File: config.mk
export PLATFORM = sky130hd
export DESIGN_NAME = hazard_ctrl_flat
export DESIGN_NICKNAME = d
export VERILOG_FILES = /design/src/rtl/hazard_ctrl_if.sv /design/src/rtl/hazard_ctrl.sv /design/src/flat_wrapper.sv
export SDC_FILE = /design/constraint.sdc
export NUM_CORES = 1
export LEC_CHECK = 0
export CORE_UTILIZATION = 32
export DETAILED_ROUTE_END_ITERATION = 6
export PLACE_DENSITY = 0.82
export RECOVER_POWER = 50
export REMOVE_ABC_BUFFERS = 1
export SYNTH_ARGS = -nofsm -noshare
export SYNTH_HDL_FRONTEND = slang
export SYNTH_SLANG_ARGS = --single-unit
File: constraint.sdc
create_clock -name clk -period 2.02 [get_ports clk]
set_input_delay 0.505 -clock clk [delete_from_list [all_inputs] [get_ports clk]]
set_output_delay 0.505 -clock clk [all_outputs]
set_load 0.02 [all_outputs]
File: src/rtl/hazard_ctrl_if.sv
// Pipeline hazard control interface: D/E/M/W hazard inputs toward the controller,
// operand selects, stall/flush vectors, error flag and perf counters back.
interface hazard_ctrl_if #(
    parameter int N_STAGES = 5
);
    logic [4:0]          rs1_d, rs2_d;
    logic [4:0]          rs1_e, rs2_e, rd_e;
    logic [4:0]          rd_m, rd_w;
    logic                reg_write_m, reg_write_w;
    logic                mem_read_e;
    logic                mul_start_e;
    logic                mul_busy;
    logic                branch_hit;
    logic [1:0]          r1_e_sel, r2_e_sel;
    logic [N_STAGES-1:0] stalls, flushes;
    logic                mul_timeout_err;
    logic [31:0]         stall_cycles, flush_events;

    modport master (
        output rs1_d, rs2_d, rs1_e, rs2_e, rd_e, rd_m, rd_w,
        output reg_write_m, reg_write_w, mem_read_e, mul_start_e, mul_busy, branch_hit,
        input  r1_e_sel, r2_e_sel, stalls, flushes, mul_timeout_err, stall_cycles, flush_events
    );

    modport slave (
        input  rs1_d, rs2_d, rs1_e, rs2_e, rd_e, rd_m, rd_w,
        input  reg_write_m, reg_write_w, mem_read_e, mul_start_e, mul_busy, branch_hit,
        output r1_e_sel, r2_e_sel, stalls, flushes, mul_timeout_err, stall_cycles, flush_events
    );
endinterface

File: src/rtl/hazard_ctrl.sv
// Pipeline hazard controller: forwarding selects, load-use/branch/multiply stalls and flushes.
// Optional performance counters are built only when HAZARD_PERF_EN is defined.
module hazard_ctrl #(
    parameter int N_STAGES    = 5,
    parameter int MUL_TIMEOUT = 40
) (
    input logic         clk,
    input logic         rst,
    hazard_ctrl_if.slave hz
);
    localparam int S_F = 0;
    localparam int S_D = 1;
    localparam int S_E = 2;
    localparam int S_M = 3;
    localparam int CW  = $clog2(MUL_TIMEOUT + 1);

    typedef enum logic {RUN, MUL_WAIT} state_t;

    state_t              state, state_n;
    logic [CW-1:0]       wait_cnt, wait_cnt_n;
    logic [N_STAGES-1:0] stalls_c, flushes_c;
    logic                load_use;
    logic                timeout_hit;
    logic                err_q;

    function automatic logic [1:0] fwd_sel(input logic [4:0] rs,
                                           input logic       wm, input logic [4:0] rdm,
                                           input logic       ww, input logic [4:0] rdw);
        if (rs != 5'd0 && wm && rdm == rs)      return 2'd1;
        else if (rs != 5'd0 && ww && rdw == rs) return 2'd2;
        else                                    return 2'd0;
    endfunction

    assign hz.r1_e_sel = rst ? 2'd0 : fwd_sel(hz.rs1_e, hz.reg_write_m, hz.rd_m, hz.reg_write_w, hz.rd_w);
    assign hz.r2_e_sel = rst ? 2'd0 : fwd_sel(hz.rs2_e, hz.reg_write_m, hz.rd_m, hz.reg_write_w, hz.rd_w);

    assign load_use = hz.mem_read_e && (hz.rd_e != 5'd0) &&
                      ((hz.rd_e == hz.rs1_d) || (hz.rd_e == hz.rs2_d));

    always_ff @(posedge clk) begin
        if (rst) begin
            state    <= RUN;
            wait_cnt <= '0;
            err_q    <= 1'b0;
        end else begin
            state    <= state_n;
            wait_cnt <= wait_cnt_n;
            if (timeout_hit) err_q <= 1'b1;
        end
    end

    always_comb begin
        state_n     = state;
        wait_cnt_n  = wait_cnt;
        stalls_c    = '0;
        flushes_c   = '0;
        timeout_hit = 1'b0;
        if (rst) begin
            flushes_c = '1;
        end else begin
            case (state)
                RUN: begin
                    // A taken branch squashes the load's consumer, so no stall is needed.
                    if (hz.branch_hit) begin
                        flushes_c[S_D] = 1'b1;
                        flushes_c[S_E] = 1'b1;
                    end else if (load_use) begin
                        stalls_c[S_F]  = 1'b1;
                        stalls_c[S_D]  = 1'b1;
                        flushes_c[S_E] = 1'b1;
                    end
                    if (hz.mul_start_e && hz.mul_busy) begin
                        state_n    = MUL_WAIT;
                        wait_cnt_n = '0;
                    end
                end
                MUL_WAIT: begin
                    if (!hz.mul_busy) begin
                        state_n = RUN;
                    end else begin
                        stalls_c[S_F]  = 1'b1;
                        stalls_c[S_D]  = 1'b1;
                        stalls_c[S_E]  = 1'b1;
                        flushes_c[S_M] = 1'b1;
                        // Last permitted wait cycle: give up and resume the pipeline.
                        if (wait_cnt == CW'(MUL_TIMEOUT - 1)) begin
                            timeout_hit = 1'b1;
                            state_n     = RUN;
                        end else begin
                            wait_cnt_n = wait_cnt + CW'(1);
                        end
                    end
                end
                default: state_n = RUN;
            endcase
        end
    end

    assign hz.stalls          = stalls_c;
    assign hz.flushes         = flushes_c;
    assign hz.mul_timeout_err = err_q;

`ifdef HAZARD_PERF_EN
    logic [31:0] stall_cnt, flush_cnt;
    logic        branch_flush;

    assign branch_flush = !rst && (state == RUN) && hz.branch_hit;

    always_ff @(posedge clk) begin
        if (rst) begin
            stall_cnt <= '0;
            flush_cnt <= '0;
        end else begin
            if (stalls_c[S_F]) stall_cnt <= stall_cnt + 32'd1;
            if (branch_flush)  flush_cnt <= flush_cnt + 32'd1;
        end
    end

    assign hz.stall_cycles = stall_cnt;
    assign hz.flush_events = flush_cnt;
`else
    assign hz.stall_cycles = '0;
    assign hz.flush_events = '0;
`endif
endmodule

File: src/flat_wrapper.sv
// flat-port wrapper written by rule: the top's interface ports become plain ports
module hazard_ctrl_flat 
#(
    parameter int N_STAGES    = 5,
    parameter int MUL_TIMEOUT = 40
)
  (clk, rst, hz_rs1_d, hz_rs2_d, hz_rs1_e, hz_rs2_e, hz_rd_e, hz_rd_m, hz_rd_w, hz_reg_write_m, hz_reg_write_w, hz_mem_read_e, hz_mul_start_e, hz_mul_busy, hz_branch_hit, hz_r1_e_sel, hz_r2_e_sel, hz_stalls, hz_flushes, hz_mul_timeout_err, hz_stall_cycles, hz_flush_events);
  hazard_ctrl_if #(.N_STAGES(N_STAGES)) hz_i ();
  input logic clk;
  input logic rst;
  input wire logic [$bits(hz_i.rs1_d)-1:0] hz_rs1_d;
  input wire logic [$bits(hz_i.rs2_d)-1:0] hz_rs2_d;
  input wire logic [$bits(hz_i.rs1_e)-1:0] hz_rs1_e;
  input wire logic [$bits(hz_i.rs2_e)-1:0] hz_rs2_e;
  input wire logic [$bits(hz_i.rd_e)-1:0] hz_rd_e;
  input wire logic [$bits(hz_i.rd_m)-1:0] hz_rd_m;
  input wire logic [$bits(hz_i.rd_w)-1:0] hz_rd_w;
  input wire logic [$bits(hz_i.reg_write_m)-1:0] hz_reg_write_m;
  input wire logic [$bits(hz_i.reg_write_w)-1:0] hz_reg_write_w;
  input wire logic [$bits(hz_i.mem_read_e)-1:0] hz_mem_read_e;
  input wire logic [$bits(hz_i.mul_start_e)-1:0] hz_mul_start_e;
  input wire logic [$bits(hz_i.mul_busy)-1:0] hz_mul_busy;
  input wire logic [$bits(hz_i.branch_hit)-1:0] hz_branch_hit;
  output wire logic [$bits(hz_i.r1_e_sel)-1:0] hz_r1_e_sel;
  output wire logic [$bits(hz_i.r2_e_sel)-1:0] hz_r2_e_sel;
  output wire logic [$bits(hz_i.stalls)-1:0] hz_stalls;
  output wire logic [$bits(hz_i.flushes)-1:0] hz_flushes;
  output wire logic [$bits(hz_i.mul_timeout_err)-1:0] hz_mul_timeout_err;
  output wire logic [$bits(hz_i.stall_cycles)-1:0] hz_stall_cycles;
  output wire logic [$bits(hz_i.flush_events)-1:0] hz_flush_events;
  assign hz_i.rs1_d = hz_rs1_d;
  assign hz_i.rs2_d = hz_rs2_d;
  assign hz_i.rs1_e = hz_rs1_e;
  assign hz_i.rs2_e = hz_rs2_e;
  assign hz_i.rd_e = hz_rd_e;
  assign hz_i.rd_m = hz_rd_m;
  assign hz_i.rd_w = hz_rd_w;
  assign hz_i.reg_write_m = hz_reg_write_m;
  assign hz_i.reg_write_w = hz_reg_write_w;
  assign hz_i.mem_read_e = hz_mem_read_e;
  assign hz_i.mul_start_e = hz_mul_start_e;
  assign hz_i.mul_busy = hz_mul_busy;
  assign hz_i.branch_hit = hz_branch_hit;
  assign hz_r1_e_sel = hz_i.r1_e_sel;
  assign hz_r2_e_sel = hz_i.r2_e_sel;
  assign hz_stalls = hz_i.stalls;
  assign hz_flushes = hz_i.flushes;
  assign hz_mul_timeout_err = hz_i.mul_timeout_err;
  assign hz_stall_cycles = hz_i.stall_cycles;
  assign hz_flush_events = hz_i.flush_events;
  hazard_ctrl #(.N_STAGES(N_STAGES), .MUL_TIMEOUT(MUL_TIMEOUT)) u_core (.clk(clk), .rst(rst), .hz(hz_i));
endmodule
== Word-level counts from Yosys, hierarchy flattened ==
Cells that the tools add are included.
Widths: inputs -> output; s select.

* Memory bits (writable): 0
* Logic and storage cells: 63
* Memories kept: 0
* Bits in latches: 0
* Output and inout port bits: 79
* Register bits after elaboration: 8
* Bits in read-only memories: 0

* Bitwise logic cells: 1
* Multiplexer cells: 32
* Shift-type cells: 0
* Equality and inequality tests: 10
* $add $sub $neg: 1
* Multiply operators: 0
* $lt $le $gt $ge: 0
* Divide/modulo/power cells: 0
* Reductions and logical operators: 16

{| class="wikitable"
|+ Operator list
! operator !! number
|-
| $eq 5x5->1 || 6
|-
| $mux 2 || 9
|-
| $mux 6 || 3
|-
| $reduce_bool 5->1 || 3
|-
| $mux 1 || 14
|-
| $pmux 6 s2 || 1
|-
| $logic_and 1x1->1 || 11
|-
| $mux 3 || 3
|-
| $add 6x1->6 const B || 1
|-
| $eq 6x6->1 const B || 1
|-
| $ne 2x2->1 const B || 2
|-
| $pmux 2 s2 || 1
|-
| $reduce_and 3->1 || 1
|-
| $ne 2x1->1 const B || 1
|-
| $pmux 1 s2 || 1
|-
| $logic_or 1x1->1 || 1
|-
| $not 1->1 || 1
|}

== Depth between registers and ports, before layout ==
* Word-level depth: 7
* Gate-level depth with buffers: 5

== Worst setup path before layout ==
OpenSTA, ideal clock, no wires.

* Path kind: input to output
* Start: in hz_rd_e[2]
* End: out hz_stalls[1]
* Arrival: 2.081 ns
* Setup slack: -0.566 ns
* Stages: 5
* Buffers on the path: 1
* Data required time: 1.515 ns
* Cells stage by stage: xor2_1 nor3_1 a22oi_1 o41ai_1 buf_4

* Word-level cells in the longest chain between the ends: 7

{| class="wikitable"
|+ Ends and longest elaborated chain
! element !! RTL line !! source
|-
| from (decl) || flat_wrapper.sv:15 || <nowiki>input wire logic [$bits(hz_i.rd_e)-1:0] hz_rd_e;</nowiki>
|-
| $eq 5x5->1 / $reduce_bool 5->1 (equally long branches) || hazard_ctrl.sv:38, hazard_ctrl.sv:37 ||
|-
| $logic_or 1x1->1 / $logic_and 1x1->1 (equally long branches) || hazard_ctrl.sv:38, hazard_ctrl.sv:37 ||
|-
| $logic_and 1x1->1 (*) || hazard_ctrl.sv:37 || <nowiki>assign load_use = hz.mem_read_e && (hz.rd_e != 5'd0) &&</nowiki>
|-
| $mux 2 (*) || hazard_ctrl.sv:67 || <nowiki>end else if (load_use) begin</nowiki>
|-
| $mux 2 (*) || hazard_ctrl.sv:64 || <nowiki>if (hz.branch_hit) begin</nowiki>
|-
| $pmux 2 s2 (*) || hazard_ctrl.sv:61 || <nowiki>case (state)</nowiki>
|-
| $mux 3 (*) || hazard_ctrl.sv:58 || <nowiki>if (rst) begin</nowiki>
|-
| to (decl) || flat_wrapper.sv:26 || <nowiki>output wire logic [$bits(hz_i.stalls)-1:0] hz_stalls;</nowiki>
|}

Every way passes the cells marked *; elsewhere a longest branch is shown, timed or not.

== Final worst setup path ==
* Start: in hz_rs2_e[0]
* End: out hz_r2_e_sel[1]

* Word-level cells in the longest chain between the ends: 6

{| class="wikitable"
|+ Ends and longest elaborated chain
! element !! RTL line !! source
|-
| from (decl) || flat_wrapper.sv:14 || <nowiki>input wire logic [$bits(hz_i.rs2_e)-1:0] hz_rs2_e;</nowiki>
|-
| $reduce_bool 5->1 || hazard_ctrl.sv:29, hazard_ctrl.sv:30 ||
|-
| $logic_and 1x1->1 (2 in a row) || hazard_ctrl.sv:30 || <nowiki>else if (rs != 5'd0 && ww && rdw == rs) return 2'd2;</nowiki>
|-
| $mux 2 || hazard_ctrl.sv:30 ||
|-
| $mux 2 (*) || hazard_ctrl.sv:29 || <nowiki>if (rs != 5'd0 && wm && rdm == rs) return 2'd1;</nowiki>
|-
| $mux 2 (*) || hazard_ctrl.sv:35 || <nowiki>assign hz.r2_e_sel = rst ? 2'd0 : fwd_sel(hz.rs2_e, hz.reg_write_m, hz.rd_m, hz.reg_write_w, hz.rd_w);</nowiki>
|-
| to (decl) || flat_wrapper.sv:25 || <nowiki>output wire logic [$bits(hz_i.r2_e_sel)-1:0] hz_r2_e_sel;</nowiki>
|}

Marks and branches as above.

==> impl_metrics.env <==
export IMPL_setup_viol=8
export IMPL_fmax_ghz=0.434
export IMPL_drive_above_1_share_pct=35.8
export IMPL_fin_crit_ns=2.30
export IMPL_start_kind="primary input"
export IMPL_ys_ff_latch=8
export IMPL_crit_path_max_incr_delay_ns=0.54
export IMPL_routed_via_density=4.07
export IMPL_required_ns=1.51
export IMPL_clockRootBuffer="clkbuf_8"
export IMPL_ant_nets=0
export IMPL_first_pass_iters=4
export IMPL_drcViolationCount=0
export IMPL_path_buf_inv=2
export IMPL_synth_cells=174
export IMPL_ys_seq_area_share_pct=11.7
export IMPL_place_hpwl_mm=2.68
export IMPL_drt_wirelength_per_cell_um=10.5
export IMPL_slowest_stage="or4_4"
export IMPL_maxUsedRoutingLayer="met4"
export IMPL_worstRegToRegCells=6
export IMPL_yosys_area_share_simple_pct=18.4
export IMPL_min_from="u_core.wait_cnt[1]$_SDFFE_PP0P_"
export IMPL_grt_max_degree=9
export IMPL_nets=303
export IMPL_cts_hold_buf=0
export IMPL_r2r_setup_slack_ns=0.56
export IMPL_clockBufferDepth=2
export IMPL_final_common_cell="conb_1"
export IMPL_leakage_nw=0.995
export IMPL_cp_top_family="simple AND/OR/NAND/NOR gates"
export IMPL_synth_distinct_cells=37
export IMPL_rr_endpoint="u_core.wait_cnt[2]$_SDFFE_PP0P_"
export IMPL_ys_top_cells_by_area="buf_4 (38%), xnor2_1 (12%), dfxtp_1 (12%)"
export IMPL_numClockSinks=8
export IMPL_grt_pass1_vias=1191
export IMPL_clk_latency_ns=0.23
export IMPL_worstPathMaxFanout=2
export IMPL_r2r_start="u_core.wait_cnt[0]$_SDFFE_PP0P_"
export IMPL_finClkSkew_ns=0.00252
export IMPL_slew_viol_final=0
export IMPL_fin_ws_ns=-0.283
export IMPL_route_met2_wl_mm=1.87
export IMPL_synth_top_area_share_pct=37.7
export IMPL_rows=23
export IMPL_vias=1248
export IMPL_grt_usage_pct=13.6
export IMPL_synth_compound_area_share_pct=8.20
export IMPL_endpoint_kind="primary output"
export IMPL_synthAdderAreaFrac_pct=0.912
export IMPL_io_buffers=55
export IMPL_arrival_ns=1.80
export IMPL_overflow=0
export IMPL_utilization_pct=50.7
export IMPL_avgSynthCellArea_sq_um=7.89
export IMPL_post_route_period_util_pct=114
export IMPL_cts_tree="done"
export IMPL_fin_cells=307
export IMPL_placed_cells=303
export IMPL_die_w_um=67.5
export IMPL_cp_cell_sequence="buf_6 > or4_4 > nor2_4 > nor4_4 > nor4_2 > buf_2"
export IMPL_synth_warnings=0
export IMPL_critPathKind="primary input to primary output"
export IMPL_start_util_pct=33.8
export IMPL_final_cell_mix="conb_1 (66), buf_4 (23), buf_6 (18)"
export IMPL_hold_depth=2
export IMPL_routed_wirelength_mm=3.22
export IMPL_coreArea_sq_um=4060
export IMPL_grt_pass1_wl_mm=4.74
export IMPL_yosysTopAreaCell="buf_4"
export IMPL_die_h_um=67.5
export IMPL_syn_area_sq_um=1370
export IMPL_area_growth_pct=49.8
export IMPL_worst_hold_slack_ns=0.490
export IMPL_gp_congestion=0.838
export IMPL_htree_levels=1
export IMPL_violations="negative setup slack"
export IMPL_finalHoldViolCount=0
export IMPL_hp_class="register to register"
export IMPL_wl_met1_mm=1.03
export IMPL_synth_top_family_by_area="buffers and inverters"
export IMPL_antenna_diode_count=0
export IMPL_rsz0062_at_grt="true"
export IMPL_clkTransAtPathRegs_ns=0.04
export IMPL_status="finished with violations"
export IMPL_dr_wl_met3_um=285
export IMPL_powerDensity_nw_per_um2=363
export IMPL_synthXorXnorAreaFrac_pct=20.4
export IMPL_hold_path_end="u_core.wait_cnt[1]$_SDFFE_PP0P_"
export IMPL_maxCapViolCount=0
export IMPL_cts_buffers=3
export IMPL_dieArea_sq_um=4550
export IMPL_synthMuxAreaShare_pct=0.729
export IMPL_drt_initial_drc_count=26
export IMPL_ios=122
export IMPL_antenna_found_initial=0
export IMPL_ir_drop_uv=166
per-stage QoR:
step	area, sq um	worst slack (ns)	total power, mW	TNS, ns
2_1_floorplan	1090	-0.791	0.356	-1.96
3_3_place_gp	1930	-1.12	0.532	-8.64
3_5_place_dp	1930	-1.13	0.537	-8.76
4_1_cts	2000	-0.325	0.732	-1.69
5_1_grt	2060	-0.323	0.791	-1.55
6_report	2060	-0.283	0.746	-1.17
worst reg2reg max path: cells and delay by family (launching register included):
kind	cells	cell delay (ns)
flops	1	0.36
simple gates	2	0.16
fa+ha+maj	1	0.20
compound gates	2	0.41
buf+inv	1	0.22
synthesized netlist by cell type (all sizes together):
cell type / count
nor3: 4
nand3: 2
o21bai: 1
xnor2: 19
xor2: 13
clkbuf: 1
conb: 1
a31o: 1
buf: 69
nand2b: 1
a31oi: 2
or4: 3
ha: 1
o41ai: 1
o31ai: 2
nor4: 4
nor2: 11
or2: 1
o21ai: 1
a21oi: 2
and2: 1
a22oi: 1
or3: 1
nand3b: 3
dfxtp: 8
nand2: 2
inv: 5
a21o: 1
nand4: 5
and3: 1
nor2b: 1
o211ai: 2
mux2i: 1
o21a: 2
cell type report:
class,count,area [sq um]
Fill cell,393,2000
Multi-Input combinational cell,156,1060
Timing Repair Buffer,85,712
Sequential cell,8,160
Tap cell,50,62.6
Clock buffer,3,41.3
Inverter,5,18.8
power breakdown:
part / switching [mW] / internal [mW]
registers: 0.00131 / 0.160
logic: 0.228 / 0.162
clock network: 0.0649 / 0.129
total: 0.294 / 0.452
per-layer routing:
metal / vias to the layer above / track usage, %
met4: 0 / 4.52
met2: 83 / 29.3
li1: 616 / -
met3: 4 / 1.86
met1: 545 / 12.3
met5: - / 0
registers in the layout, indices dropped and copies added (netlist names):
signal	count
u_core.wait_cnt	6
u_core.state	1
u_core.hz.mul_timeout_err	1
worst max-delay path by stage:
stage / start / to / cells past startpoint
finish: hz_rs2_e[0] / hz_r2_e_sel[1] / 6
global route: hz_rs2_e[0] / hz_r2_e_sel[1] / 6
CTS: hz_rs2_e[4] / hz_r2_e_sel[1] / 6
detailed placement: hz_rs1_e[1] / hz_r1_e_sel[1] / 6
global placement: hz_rs1_e[1] / hz_r1_e_sel[1] / 6
floorplan: hz_rd_e[2] / hz_stalls[0] / 4
logic make-up (layout without fill, tap and decap cells):
| kind of cell | count (synthesis) | in the layout |
|---|---|---|
| buf+inv | 75 | 93 |
| fa+ha+maj | 1 | 1 |
| xor+xnor | 32 | 32 |
| flops | 8 | 8 |
| other cells | 1 | 66 |
| compound gates | 16 | 16 |
| mux | 1 | 1 |
| simple gates | 40 | 40 |
what timing repair did:
item / 4_1_cts / 5_1_grt
buffers inserted: 1 / 1
endpoints found under the setup margin: 12 / 7
pin swaps: 22 / 26
gates resized for setup: 138 / 60
Power figures use the tool's default switching activity.
